[src/rtl/uart_tx_if.sv]
// ----------------------------------------------------------------------------
// uart_tx_if -- handshake/serial bundle for the UART transmitter.
//
// Signals:
//   s_tick       baud oversampling tick, one clk wide, 16 per bit period
//   tx_start     one-cycle request to send din (honoured only when idle)
//   din          data byte, sampled in the cycle tx_start is accepted
//   tx_busy      high while a frame is in progress
//   tx_done_tick one-clk pulse as the final stop tick completes
//   tx           registered serial line, idles high
//
// Modports:
//   master  the side that requests frames and watches the line
//   slave   the transmitter itself
// ----------------------------------------------------------------------------
interface uart_tx_if;
    logic       s_tick;
    logic       tx_start;
    logic [7:0] din;
    logic       tx_busy;
    logic       tx_done_tick;
    logic       tx;

    modport master (
        output s_tick, tx_start, din,
        input  tx_busy, tx_done_tick, tx
    );

    modport slave (
        input  s_tick, tx_start, din,
        output tx_busy, tx_done_tick, tx
    );
endinterface

[src/rtl/uart_tx.sv]
// ----------------------------------------------------------------------------
// uart_tx -- UART serial transmitter on a 16x oversampling tick.
//
// Serialises a byte LSB-first as: start bit, DBIT data bits, optional parity
// bit, then a stop period of SB_TICK ticks. Each non-stop bit lasts 16 ticks
// of s_tick, shared with the receiver so both sides use one timebase.
//
// Ports:
//   clk    system clock, all state on the rising edge
//   reset  asynchronous, active-low reset (0 = reset asserted)
//   bus    uart_tx_if.slave: s_tick, tx_start, din in; tx_busy,
//          tx_done_tick, tx out
//
// Parameters:
//   DBIT        data bits per frame, 1..8 (din[DBIT-1:0] is sent)
//   SB_TICK     stop period in ticks: 16 = 1, 24 = 1.5, 32 = 2 stop bits
//   PARITY_ODD  parity sense when parity is built: 0 = even, 1 = odd
//
// Build option:
//   UART_TX_PARITY_EN  when defined, a parity bit (XOR of the data bits,
//                      XORed with PARITY_ODD, captured at accept) is sent for
//                      16 ticks between the last data bit and the stop bit.
// ----------------------------------------------------------------------------
module uart_tx #(
    parameter int DBIT       = 8,
    parameter int SB_TICK    = 16,
    parameter bit PARITY_ODD = 1'b0
) (
    input  logic       clk,
    input  logic       reset,
    uart_tx_if.slave   bus
);

    typedef enum logic [2:0] {
        ST_IDLE,
        ST_START,
        ST_DATA,
        ST_STOP
`ifdef UART_TX_PARITY_EN
        , ST_PARITY
`endif
    } state_e;

    localparam logic [4:0] BIT_LAST  = 5'd15;
    localparam logic [4:0] STOP_LAST = 5'(SB_TICK - 1);
    localparam logic [2:0] N_LAST    = 3'(DBIT - 1);

`ifdef UART_TX_PARITY_EN
    localparam logic [7:0] DATA_MASK = 8'((1 << DBIT) - 1);
`else
    // Parity sense has no meaning without the parity state.
    localparam bit unused_parity_odd = PARITY_ODD;
`endif

    state_e     state_q, state_d;
    logic [4:0] s_q, s_d;
    logic [2:0] n_q, n_d;
    logic [7:0] b_q, b_d;
    logic       tx_q, tx_d;
    logic       busy_q;
    logic       done_tick;
`ifdef UART_TX_PARITY_EN
    logic       par_q, par_d;
`endif

    // NOTE: every signal gets a default at the top of the block, so no path
    // through the case leaves one unassigned and no latch is inferred.
    always_comb begin
        state_d   = state_q;
        s_d       = s_q;
        n_d       = n_q;
        b_d       = b_q;
        done_tick = 1'b0;
`ifdef UART_TX_PARITY_EN
        par_d     = par_q;
`endif

        case (state_q)
            ST_IDLE: begin
                // A tick arriving with the accept is not counted; the start
                // bit is timed from the next tick.
                if (bus.tx_start) begin
                    b_d     = bus.din;
                    s_d     = 5'd0;
                    state_d = ST_START;
`ifdef UART_TX_PARITY_EN
                    par_d   = (^(bus.din & DATA_MASK)) ^ PARITY_ODD;
`endif
                end
            end

            ST_START: begin
                if (bus.s_tick) begin
                    if (s_q == BIT_LAST) begin
                        s_d     = 5'd0;
                        n_d     = 3'd0;
                        state_d = ST_DATA;
                    end else begin
                        s_d = s_q + 5'd1;
                    end
                end
            end

            ST_DATA: begin
                if (bus.s_tick) begin
                    if (s_q == BIT_LAST) begin
                        s_d = 5'd0;
                        b_d = b_q >> 1;
                        if (n_q == N_LAST) begin
`ifdef UART_TX_PARITY_EN
                            state_d = ST_PARITY;
`else
                            state_d = ST_STOP;
`endif
                        end else begin
                            n_d = n_q + 3'd1;
                        end
                    end else begin
                        s_d = s_q + 5'd1;
                    end
                end
            end

`ifdef UART_TX_PARITY_EN
            ST_PARITY: begin
                if (bus.s_tick) begin
                    if (s_q == BIT_LAST) begin
                        s_d     = 5'd0;
                        state_d = ST_STOP;
                    end else begin
                        s_d = s_q + 5'd1;
                    end
                end
            end
`endif

            ST_STOP: begin
                if (bus.s_tick) begin
                    if (s_q == STOP_LAST) begin
                        done_tick = 1'b1;
                        state_d   = ST_IDLE;
                    end else begin
                        s_d = s_q + 5'd1;
                    end
                end
            end

            default: state_d = ST_IDLE;
        endcase

        // The line is decoded from the next state so the pin flop changes on
        // the same edge as the state register.
        case (state_d)
            ST_START:  tx_d = 1'b0;
            ST_DATA:   tx_d = b_d[0];
`ifdef UART_TX_PARITY_EN
            ST_PARITY: tx_d = par_d;
`endif
            default:   tx_d = 1'b1;
        endcase
    end

    // NOTE: sequential state uses non-blocking assignments so every flop
    // samples the pre-edge value of every other flop.
    always_ff @(posedge clk or negedge reset) begin
        if (!reset) begin
            state_q <= ST_IDLE;
            s_q     <= 5'd0;
            n_q     <= 3'd0;
            b_q     <= 8'd0;
            tx_q    <= 1'b1;
            busy_q  <= 1'b0;
`ifdef UART_TX_PARITY_EN
            par_q   <= 1'b0;
`endif
        end else begin
            state_q <= state_d;
            s_q     <= s_d;
            n_q     <= n_d;
            b_q     <= b_d;
            tx_q    <= tx_d;
            busy_q  <= (state_d != ST_IDLE);
`ifdef UART_TX_PARITY_EN
            par_q   <= par_d;
`endif
        end
    end

    assign bus.tx           = tx_q;
    assign bus.tx_busy      = busy_q;
    // The done pulse is asserted while still in stop, so a tx_start in the
    // same cycle is ignored and the earliest restart is the following cycle.
    assign bus.tx_done_tick = done_tick;

endmodule

[src/flat_wrapper.sv]
// flat-port wrapper written by rule: the top's interface ports become plain ports
module uart_tx_flat 
#(
    parameter int DBIT       = 8,
    parameter int SB_TICK    = 16,
    parameter bit PARITY_ODD = 1'b0
)
  (clk, reset, bus_s_tick, bus_tx_start, bus_din, bus_tx_busy, bus_tx_done_tick, bus_tx);
  uart_tx_if bus_i ();
  input  logic clk;
  input  logic reset;
  input wire logic [$bits(bus_i.s_tick)-1:0] bus_s_tick;
  input wire logic [$bits(bus_i.tx_start)-1:0] bus_tx_start;
  input wire logic [$bits(bus_i.din)-1:0] bus_din;
  output wire logic [$bits(bus_i.tx_busy)-1:0] bus_tx_busy;
  output wire logic [$bits(bus_i.tx_done_tick)-1:0] bus_tx_done_tick;
  output wire logic [$bits(bus_i.tx)-1:0] bus_tx;
  assign bus_i.s_tick = bus_s_tick;
  assign bus_i.tx_start = bus_tx_start;
  assign bus_i.din = bus_din;
  assign bus_tx_busy = bus_i.tx_busy;
  assign bus_tx_done_tick = bus_i.tx_done_tick;
  assign bus_tx = bus_i.tx;
  uart_tx #(.DBIT(DBIT), .SB_TICK(SB_TICK), .PARITY_ODD(PARITY_ODD)) u_core (.clk(clk), .reset(reset), .bus(bus_i));
endmodule
[config.mk]
export PLATFORM = sky130hd
export DESIGN_NAME = uart_tx_flat
export DESIGN_NICKNAME = d
export VERILOG_FILES = /design/src/rtl/uart_tx_if.sv /design/src/rtl/uart_tx.sv /design/src/flat_wrapper.sv
export SDC_FILE = /design/constraint.sdc
export NUM_CORES = 1
export LEC_CHECK = 0
export ABC_AREA = 1
export CORE_MARGIN = 5
export CORE_UTILIZATION = 42
export CTS_CLUSTER_DIAMETER = 120
export DETAILED_ROUTE_END_ITERATION = 6
export PLACE_DENSITY_LB_ADDON = 0.2
export SYNTH_ARGS = -nofsm -noshare
export SYNTH_HDL_FRONTEND = slang
export SYNTH_SLANG_ARGS = --single-unit
export TNS_END_PERCENT = 100
[constraint.sdc]
create_clock -name clk -period 1.78 [get_ports clk]
set_input_delay 0.356 -clock clk [delete_from_list [all_inputs] [get_ports clk]]
set_output_delay 0.356 -clock clk [all_outputs]
set_load 0.05 [all_outputs]
==> reports/qor.csv, run 1 <==
metric;value;unit
Worst Setup SP;u_core.s_q[1];
final WL;2580;um
Worst Path Required;1.42;ns
f_max;522;MHz
commonest non-fill, non-tap cell in the layout;nand2_1;
Post-Syn Area;1200;um2
CP Capture Type;output pin;
hold_buf cts;0;
WP depth;7;
Initial DRT Pass Iterations;4;
IO Pins;15;
initial antenna violation count;0;
GRT overflow;0;
synthesis-stage register bit count;21;
pin count of the biggest net entering global routing;13;
TritonCTS Buffers;3;
Die W;63.5;um
status;finished, violations left;
internal reg-to-reg setup slack;0.05;ns
vias in the first global route;1003;
period utilization;1.08;
dpl hpwl;1870;um
die area;4030;um2
MaxCap Viol Count;0;
dpl cells;202;
first-pass GRT wire length;4240;um
met2 wire len;1300;um
Crit-path slowest cell;dfrtp_1;
drt initial violations;36;
failing checks;setup timing;
Final Worst Setup Slack;-0.135;ns
final setup violation count;1;
Pwr per Cell Area;621;nW/um2
Core Box Area;2760;um2
R2R Path End;u_core.bus.tx;
antenna diode count;0;
crit path cell chain;ha_4 > nand2_4 > nor2_4 > ha_4 > nand2_4 > nor2_4 > buf_12;
synth top area cells;dfrtp_1, nand2_1, ha_1, inv_1, nand3_1;
CP arrival;1.56;ns
r2r startpoint;u_core.s_q[1];
Post-route DRC;0;
Filler cells;272;
num rows;19;
H-tree level count;1;
Leakage Power;0.804;nW
post-synth cell types;22;
Final Hold Fails;0;
DR WL met3;71;um
crit path buf inv count;1;
commonest cells after routing, fill and taps aside;nand2_1, dfrtp_1, inv_1;
via-per-instance ratio;5.00;
CP max stage delay;0.42;ns
CP top delay family;flip-flops;
Final Non-Filler Cells;210;
sequential fraction of the synthesis area;0.439;
Clock Tree Buf Depth;2;
WL/cell;12.3;um
CTS sink cnt;21;
Peak VDD IR;0.000517;V
Initial Util;0.435;
Worst setup SP type;flop;
clock latency on the worst-skew pair;0.31;ns
Area Overhead vs Synth;31.5;%
Avg Cell Area, Syn;7.79;um2
reg2reg path depth;12;
M1 WL;1190;um
Top Metal Used;met4;
Syn Nets;172;
antenna-violating nets left;0;
RSZ-0062 raised after global routing;true;
final slew viol count;0;
# port buffers;14;
clk root buf;clkbuf_4;
Final min period;1.91;ns
GRT Overall Usage;0.130;
Nets;198;
post-synth top area share;0.417;
crit path max fanout;2;
share of cells above drive strength 1;0.285;
yosys warns;0;
CTS tree;built;
Syn Inst Count;154;
die height;63.5;um
worst min path class;input port to asynchronous set/reset pin;
worst clock skew;0.00486;ns
clock-pin transition on the worst setup and hold timing paths;0.12;ns
global placer's final weighted congestion;0.814;
CP Class;flop to output pin;
Synth area leader;dfrtp_1;
Vias;1051;
crit path to;bus_tx_done_tick;
Placement Setup Slack;0.00772;ns
## Yosys cell counts, drive strengths merged
master / instances
o21ai: 13
nand3: 11
nand4: 3
ha: 6
clkbuf: 1
inv: 20
conb: 1
dfstp: 1
nor2: 14
or2: 1
a22oi: 6
xor2: 1
dfrtp: 20
nand2: 56
## per-layer routing
metal | GRT usage | up-vias
li1 | - | 540
met1 | 0.167 | 496
met2 | 0.212 | 13
met3 | 0.0302 | 2
met4 | 0.0468 | 0
met5 | 0 | -
## cell type report
class	count	area [um2]	share of cell area
multi-input combinational	112	702	0.445
sequential	21	527	0.334
timing repair buffer	22	205	0.130
inverter	20	77.6	0.0492
tap	31	38.8	0.0246
clock buffer	3	22.5	0.0143
clock inverter	1	5.00	0.00317
## timing repair
action | CTS | global route
setup buffers | 3 | 2
gates resized for setup | 3 | 25
pin swaps | 2 | 7
endpoints found under the setup margin | 2 | 18
## stage by stage
stage / setup TNS, ns / total power [mW] / utilization / area [um2] / hold WS (ns)
after detailed placement: 0 / 0.735 / 0.514 / 1420 / 0.467
final: -0.135 / 0.979 / 0.572 / 1580 / 0.340
after global placement: 0 / 0.733 / 0.514 / 1420 / 0.457
after floorplan: 0 / 0.662 / - / 1210 / 0.0604
after CTS: -0.136 / 0.979 / 0.534 / 1470 / 0.344
after global routing: -0.243 / 1.05 / 0.572 / 1580 / 0.353
## worst min-delay path by stage
stage                              from           endpoint  slack [ns]  cells after the start
after detailed placement  u_core.b_q[5]      u_core.b_q[5]        0.47                      2
after floorplan                   reset      u_core.b_q[0]        0.06                      0
final                             reset      u_core.s_q[4]        0.34                      1
after CTS                         reset  u_core.state_q[2]        0.34                      1
after global placement    u_core.b_q[7]      u_core.b_q[7]        0.46                      2
after global routing              reset  u_core.state_q[2]        0.35                      1
## cells by family after synthesis
logic type      synth area share
flops                      0.439
xor+xnor                 0.00730
other cells              0.00313
buf+inv                   0.0667
simple gates               0.323
fa+ha+maj                 0.0626
compound gates            0.0980
## report_power, final
group          internal [mW]  total, mW  switching, mW
clock                 0.0838      0.240          0.156
sequential             0.524      0.557         0.0330
combinational         0.0769      0.182          0.105
## registers in the layout, summed over array words and instances (netlist names)
register / cells
u_core.state_q: 3
u_core.bus.tx: 1
u_core.s_q: 5
u_core.bus.tx_busy: 1
u_core.b_q: 8
u_core.n_q: 3
(Power assumes the default switching activity.)
==> run 2, diff against run 1 <==
SETUP_SLACK_MARGIN = 0.1   (was not set)
SKIP_CTS_REPAIR_TIMING = 1   (was not set)
==> run 2 against run 1 <==
Effect of this change:
- the run still ends with setup timing left
- sequential share of layout area increased by 1.7 points
- wire length shrank 6.1%
- hold slack better by 0.047 ns
- die area unchanged
- non-clock buffer count is 1 lower
- sequential power about the same
- clock-buffer cell count is 1 higher
- critical path depth unchanged
- fmax decreased by 4.2%
- worst setup slack lost 0.083 ns
- clock skew about the same
- clock power is 7% lower
==> reports/qor.csv, run 2 (synthesized netlist as in run 1, its figures left out) <==
metric;value;unit;change
final WL;2420;um;-6.1%
r2r startpoint;u_core.s_q[1];;
Top Metal Used;met4;;
reg2reg path depth;12;;unchanged
num rows;19;;unchanged
clock-pin transition on the worst setup and hold timing paths;0.11;ns;about the same
antenna-violating nets left;0;;unchanged
commonest cells after routing, fill and taps aside;nand2_1, dfrtp_1, inv_1;;
initial antenna violation count;0;;unchanged
final setup violation count;10;;+9
Initial Util;0.435;;unchanged
R2R Path End;u_core.bus.tx;;
CP arrival;1.64;ns;+0.08 ns
switching share of power;0.282;;-0.0180
vias in the first global route;907;;-9.6%
Clock Tree Buf Depth;2;;unchanged
clock latency on the worst-skew pair;0.30;ns;about the same
max FFs per register;8;;unchanged
CP Capture Type;output pin;;
period utilization;1.12;;+0.0467
MaxCap Viol Count;0;;unchanged
Leakage Power;0.756;nW;-6.0%
status;finished, violations left;;
final slew viol count;0;;unchanged
dpl cells;201;;-0.50%
CTS sink cnt;21;;unchanged
share of cells above drive strength 1;0.247;;-0.0377
met2 wire len;1170;um;-9.8%
Clk pwr share;0.235;;-0.010
Die W;63.5;um;unchanged
largest registers;u_core.b_q x8, u_core.s_q x5;;
CTS tree;built;;
Vias;1003;;-4.6%
Final Worst Setup Slack;-0.218;ns;-0.0832 ns
first-pass GRT wire length;3930;um;-7.3%
Final min period;2.00;ns;+0.0832 ns
via-per-instance ratio;4.80;;-4.1%
Seq pwr share;0.584;;+0.015
Peak VDD IR;0.000620;V;+20%
die height;63.5;um;unchanged
Worst setup SP type;flop;;
antenna diode count;0;;unchanged
GRT Overall Usage;0.121;;-0.00947
drt initial violations;21;;-42%
pin count of the biggest net entering global routing;22;;+9
worst min path class;input port to asynchronous set/reset pin;;
worst clock skew;0.00439;ns;-0.000478 ns
Core Box Area;2760;um2;unchanged
crit path max fanout;4;;+2
GRT overflow;0;;unchanged
internal reg-to-reg setup slack;-0.10;ns;-0.15 ns
RSZ-0062 raised after global routing;true;;
CP Class;flop to output pin;;
Final Hold Slack;0.387;ns;+0.0472 ns
Design Area, Final;1500;um2;-4.8%
placed cell area;1410;um2;-0.35%
commonest non-fill, non-tap cell in the layout;nand2_1;;
Worst Path Required;1.42;ns;about the same
IO Pins;15;;unchanged
Final Non-Filler Cells;209;;-0.48%
internal power;0.683;mW;-0.24%
global placer's final weighted congestion;0.824;;+1.3%
H-tree level count;1;;unchanged
die area;4030;um2;unchanged
failing checks;setup timing;;
most flop-heavy register;u_core.b_q;;
Initial DRT Pass Iterations;4;;unchanged
Nets;197;;-0.51%
dpl hpwl;1810;um;-3.6%
M1 WL;1150;um;-3.9%
WL/cell;11.6;um;-5.6%
Switch Pwr;0.269;mW;-8.6%
clk root buf;clkbuf_4;;
f_max;501;MHz;-4.2%
Area Overhead vs Synth;25.1;%;
Post-route DRC;0;;unchanged
DR WL met3;92;um;+30%
Comb power frac;0.182;;-0.004
# port buffers;14;;unchanged
final core occ;0.544;;-0.0277
Placement Setup Slack;0.0446;ns;+0.0369 ns
TritonCTS Buffers;3;;unchanged
Final Hold Fails;0;;unchanged
Pwr per Cell Area;634;nW/um2;+2.2%
run 2: cell count changes in the layout (fill, tap and decap cells not counted), sizes merged:
cell,before,now
clkinv,1,0
buf,11,10
clkbuf,3,4
run 2: power groups by stage:
stage	clock, mW	combinational [mW]	sequential (mW)
after floorplan	0	0.0862	0.576
after global placement	0	0.166	0.563
after detailed placement	0	0.171	0.563
after CTS	0.242	0.171	0.555
after global routing	0.260	0.194	0.562
final	0.223	0.173	0.556
run 2: worst max path at each step:
stage,slack [ns],end,depth (start not counted),startpoint
floorplan,0.12,bus_tx_done_tick,6,u_core.s_q[0]
global placement,0.11,bus_tx_done_tick,7,u_core.s_q[1]
detailed placement,0.04,u_core.bus.tx,11,u_core.s_q[1]
CTS,-0.29,bus_tx_done_tick,7,u_core.s_q[1]
global route,-0.31,bus_tx_done_tick,7,u_core.s_q[1]
finish,-0.22,bus_tx_done_tick,7,u_core.s_q[1]
run 2: area by class of cell:
class	count	area, um2
fillers	256	1260
repair buffers	21	198
well taps	31	38.8
inverters	20	77.6
multi-input cells	112	634
clock buffers	4	26.3
flip-flops and latches	21	527
run 2: per-layer routing:
layer  track usage  vias to the layer above
li1              -                      538
met1         0.155                      452
met2         0.189                       11
met3        0.0480                        2
met4        0.0286                        0
met5             0                        -
run 2: critical path: stages, from the launching register on:
cell and delay, ns:
dfrtp_1 0.42, ha_2 0.21, nand2_2 0.07, nor2_4 0.13
ha_2 0.20, nand2_4 0.06, nor2_4 0.12, buf_12 0.14
run 2: through the flow:
stage	TNS (ns)	total power, mW
after global routing	-1.73	1.02
after floorplan	0	0.662
after CTS	-0.287	0.967
after global placement	0	0.729
after detailed placement	0	0.734
final	-0.469	0.952
==> run 3, diff against run 2 <==
GPL_TIMING_DRIVEN = 0   (was not set)
==> run 3 against run 2 <==
Effect of this change:
- the run still ends with setup timing left
- clock skew about the same
- global-route usage increased by 0.68 points
- critical path depth unchanged
- wire length increased by 3.7%
- worst setup slack got worse by 0.0051 ns
- combinational power increased by 2%
- register-to-register slack about the same
- sequential power about the same
- hold slack improved by 0.11 ns
- sequential cell count unchanged
- via count increased by 5.5%
- first-iteration DRC count increased by 62%
==> reports/qor.csv, run 3 (synthesized netlist as in run 1, its figures left out) <==
metric;value;unit;change
H-tree level count;1;;unchanged
Initial Util;0.435;;unchanged
worst min path class;flop to flop;;
switching share of power;0.305;;+0.0228
GRT Overall Usage;0.127;;+0.00684
Area Overhead vs Synth;27.0;%;
MaxCap Viol Count;0;;unchanged
Vias;1058;;+5.5%
crit path buf inv count;1;;unchanged
final WL;2510;um;+3.7%
Initial DRT Pass Iterations;4;;unchanged
pin count of the biggest net entering global routing;22;;unchanged
max FFs per register;8;;unchanged
Final min period;2.00;ns;+0.00514 ns
most flop-heavy register;u_core.b_q;;
Pwr per Cell Area;647;nW/um2;+2.0%
clock-pin transition on the worst setup and hold timing paths;0.13;ns;+0.02 ns
status;finished, violations left;;
Final Non-Filler Cells;210;;+0.48%
RSZ-0062 raised after global routing;true;;
# port buffers;14;;unchanged
register area;527;um2;unchanged
Leakage Power;0.780;nW;+3.2%
largest registers;u_core.b_q x8, u_core.s_q x5;;
commonest cells after routing, fill and taps aside;nand2_1, dfrtp_1, inv_1;;
Die W;63.5;um;unchanged
Peak VDD IR;0.000490;V;-21%
Post-route DRC;0;;unchanged
CTS sink cnt;21;;unchanged
Final Worst Setup Slack;-0.223;ns;-0.00514 ns
drt initial violations;34;;+62%
failing checks;setup timing;;
num rows;19;;unchanged
crit path cell chain;ha_2 > nand2_2 > nor2_4 > ha_4 > nand2_4 > nor2_4 > buf_6;;
dpl hpwl;1770;um;-2.0%
CP arrival;1.65;ns;about the same
f_max;499;MHz;-0.26%
share of cells above drive strength 1;0.246;;-0.00138
max_slew headroom;0.400;;
area of the multi-input gates;649;um2;+2.4%
final slew viol count;0;;unchanged
Placement Setup Slack;-0.644;ns;-0.689 ns
antenna diode count;0;;unchanged
via-per-instance ratio;5.04;;+5.0%
Clock Tree Buf Depth;2;;unchanged
Filler cells;252;;-1.6%
clock latency on the worst-skew pair;0.32;ns;+0.02 ns
most used cell, CP;nor2_4;;
TritonCTS Buffers;3;;unchanged
vias in the first global route;987;;+8.8%
Crit-path slowest cell;dfrtp_1;;
CP max stage delay;0.41;ns;about the same
internal power;0.685;mW;+0.22%
Design Power;0.986;mW;+3.5%
first-pass GRT wire length;4190;um;+6.5%
Seq pwr share;0.565;;-0.019
period utilization;1.13;;+0.00289
dpl cells;199;;-1.0%
CTS tree;built;;
Comb power frac;0.179;;-0.003
CP Class;flop to output pin;;
CP Capture Type;output pin;;
die height;63.5;um;unchanged
GRT overflow;0;;unchanged
initial antenna violation count;0;;unchanged
Final Hold Fails;0;;unchanged
final setup violation count;9;;-1
global placer's final weighted congestion;0.795;;-3.5%
Nets;198;;+0.51%
Clk pwr share;0.256;;+0.021
placed cell area;1390;um2;-1.6%
clk root buf;clkbuf_4;;
measured slew at the worst slew-check pin;0.898;ns;
WL/cell;12.0;um;+3.2%
Core Box Area;2760;um2;unchanged
CP top delay family;flip-flops;;
commonest non-fill, non-tap cell in the layout;nand2_1;;
crit path max fanout;3;;-1
die area;4030;um2;unchanged
Worst setup SP type;flop;;
worst clock skew;0.00412;ns;-0.000262 ns
antenna-violating nets left;0;;unchanged
Worst Path Required;1.42;ns;about the same
Design Area, Final;1520;um2;+1.5%
Switch Pwr;0.301;mW;+12%
IO Pins;15;;unchanged
final core occ;0.553;;+0.00817
[run 3: layer usage]
metal,global-route usage,part of all wire,vias up
met3,0.0284,0.029,0
met1,0.168,0.47,507
met2,0.203,0.50,13
met4,0.0468,0,0
met5,0,0,-
li1,-,-,538
[run 3: final timing paths]
check | startpoint | end | depth (start not counted) | slack (ns)
setup / recovery | u_core.s_q[1] | bus_tx_done_tick | 7 | -0.22
hold / removal | u_core.b_q[7] | u_core.b_q[7] | 2 | 0.50
setup reg to reg | u_core.s_q[1] | u_core.b_q[4] | 9 | -0.10
hold reg to reg | u_core.b_q[7] | u_core.b_q[7] | 2 | 0.50
max in group asynchronous | reset | u_core.s_q[4] | 1 | 0.71
min in group asynchronous | reset | u_core.b_q[0] | 1 | 0.52
[run 3: final cells by class]
| type | instances | area share |
|---|---|---|
| inverter | 20 | 0.0509 |
| sequential | 21 | 0.346 |
| clock buffer | 3 | 0.0148 |
| timing repair buffer | 21 | 0.131 |
| multi-input combinational | 112 | 0.426 |
| tap | 31 | 0.0255 |
| buffer | 1 | 0.00328 |
| clock inverter | 1 | 0.00328 |
[run 3: power groups by stage]
stage | logic [mW] | clock network, mW | registers [mW]
3_5_place_dp | 0.162 | 0 | 0.567
6_report | 0.177 | 0.252 | 0.557
4_1_cts | 0.163 | 0.253 | 0.558
3_3_place_gp | 0.160 | 0 | 0.565
2_1_floorplan | 0.0862 | 0 | 0.576
5_1_grt | 0.203 | 0.278 | 0.562
[run 3: stage by stage]
step | hold WS (ns) | setup TNS, ns
2_1_floorplan | 0.0604 | 0
3_3_place_gp | 0.463 | -0.608
3_5_place_dp | 0.466 | -0.644
4_1_cts | 0.499 | -1.28
5_1_grt | 0.522 | -2.38
6_report | 0.495 | -0.912
[run 3: tightest hold or removal path: cells and delay by family (launching register included)]
kind / cells / cell delay, ns
and+or+nand+nor: 2 / 0.10
DFF: 1 / 0.37
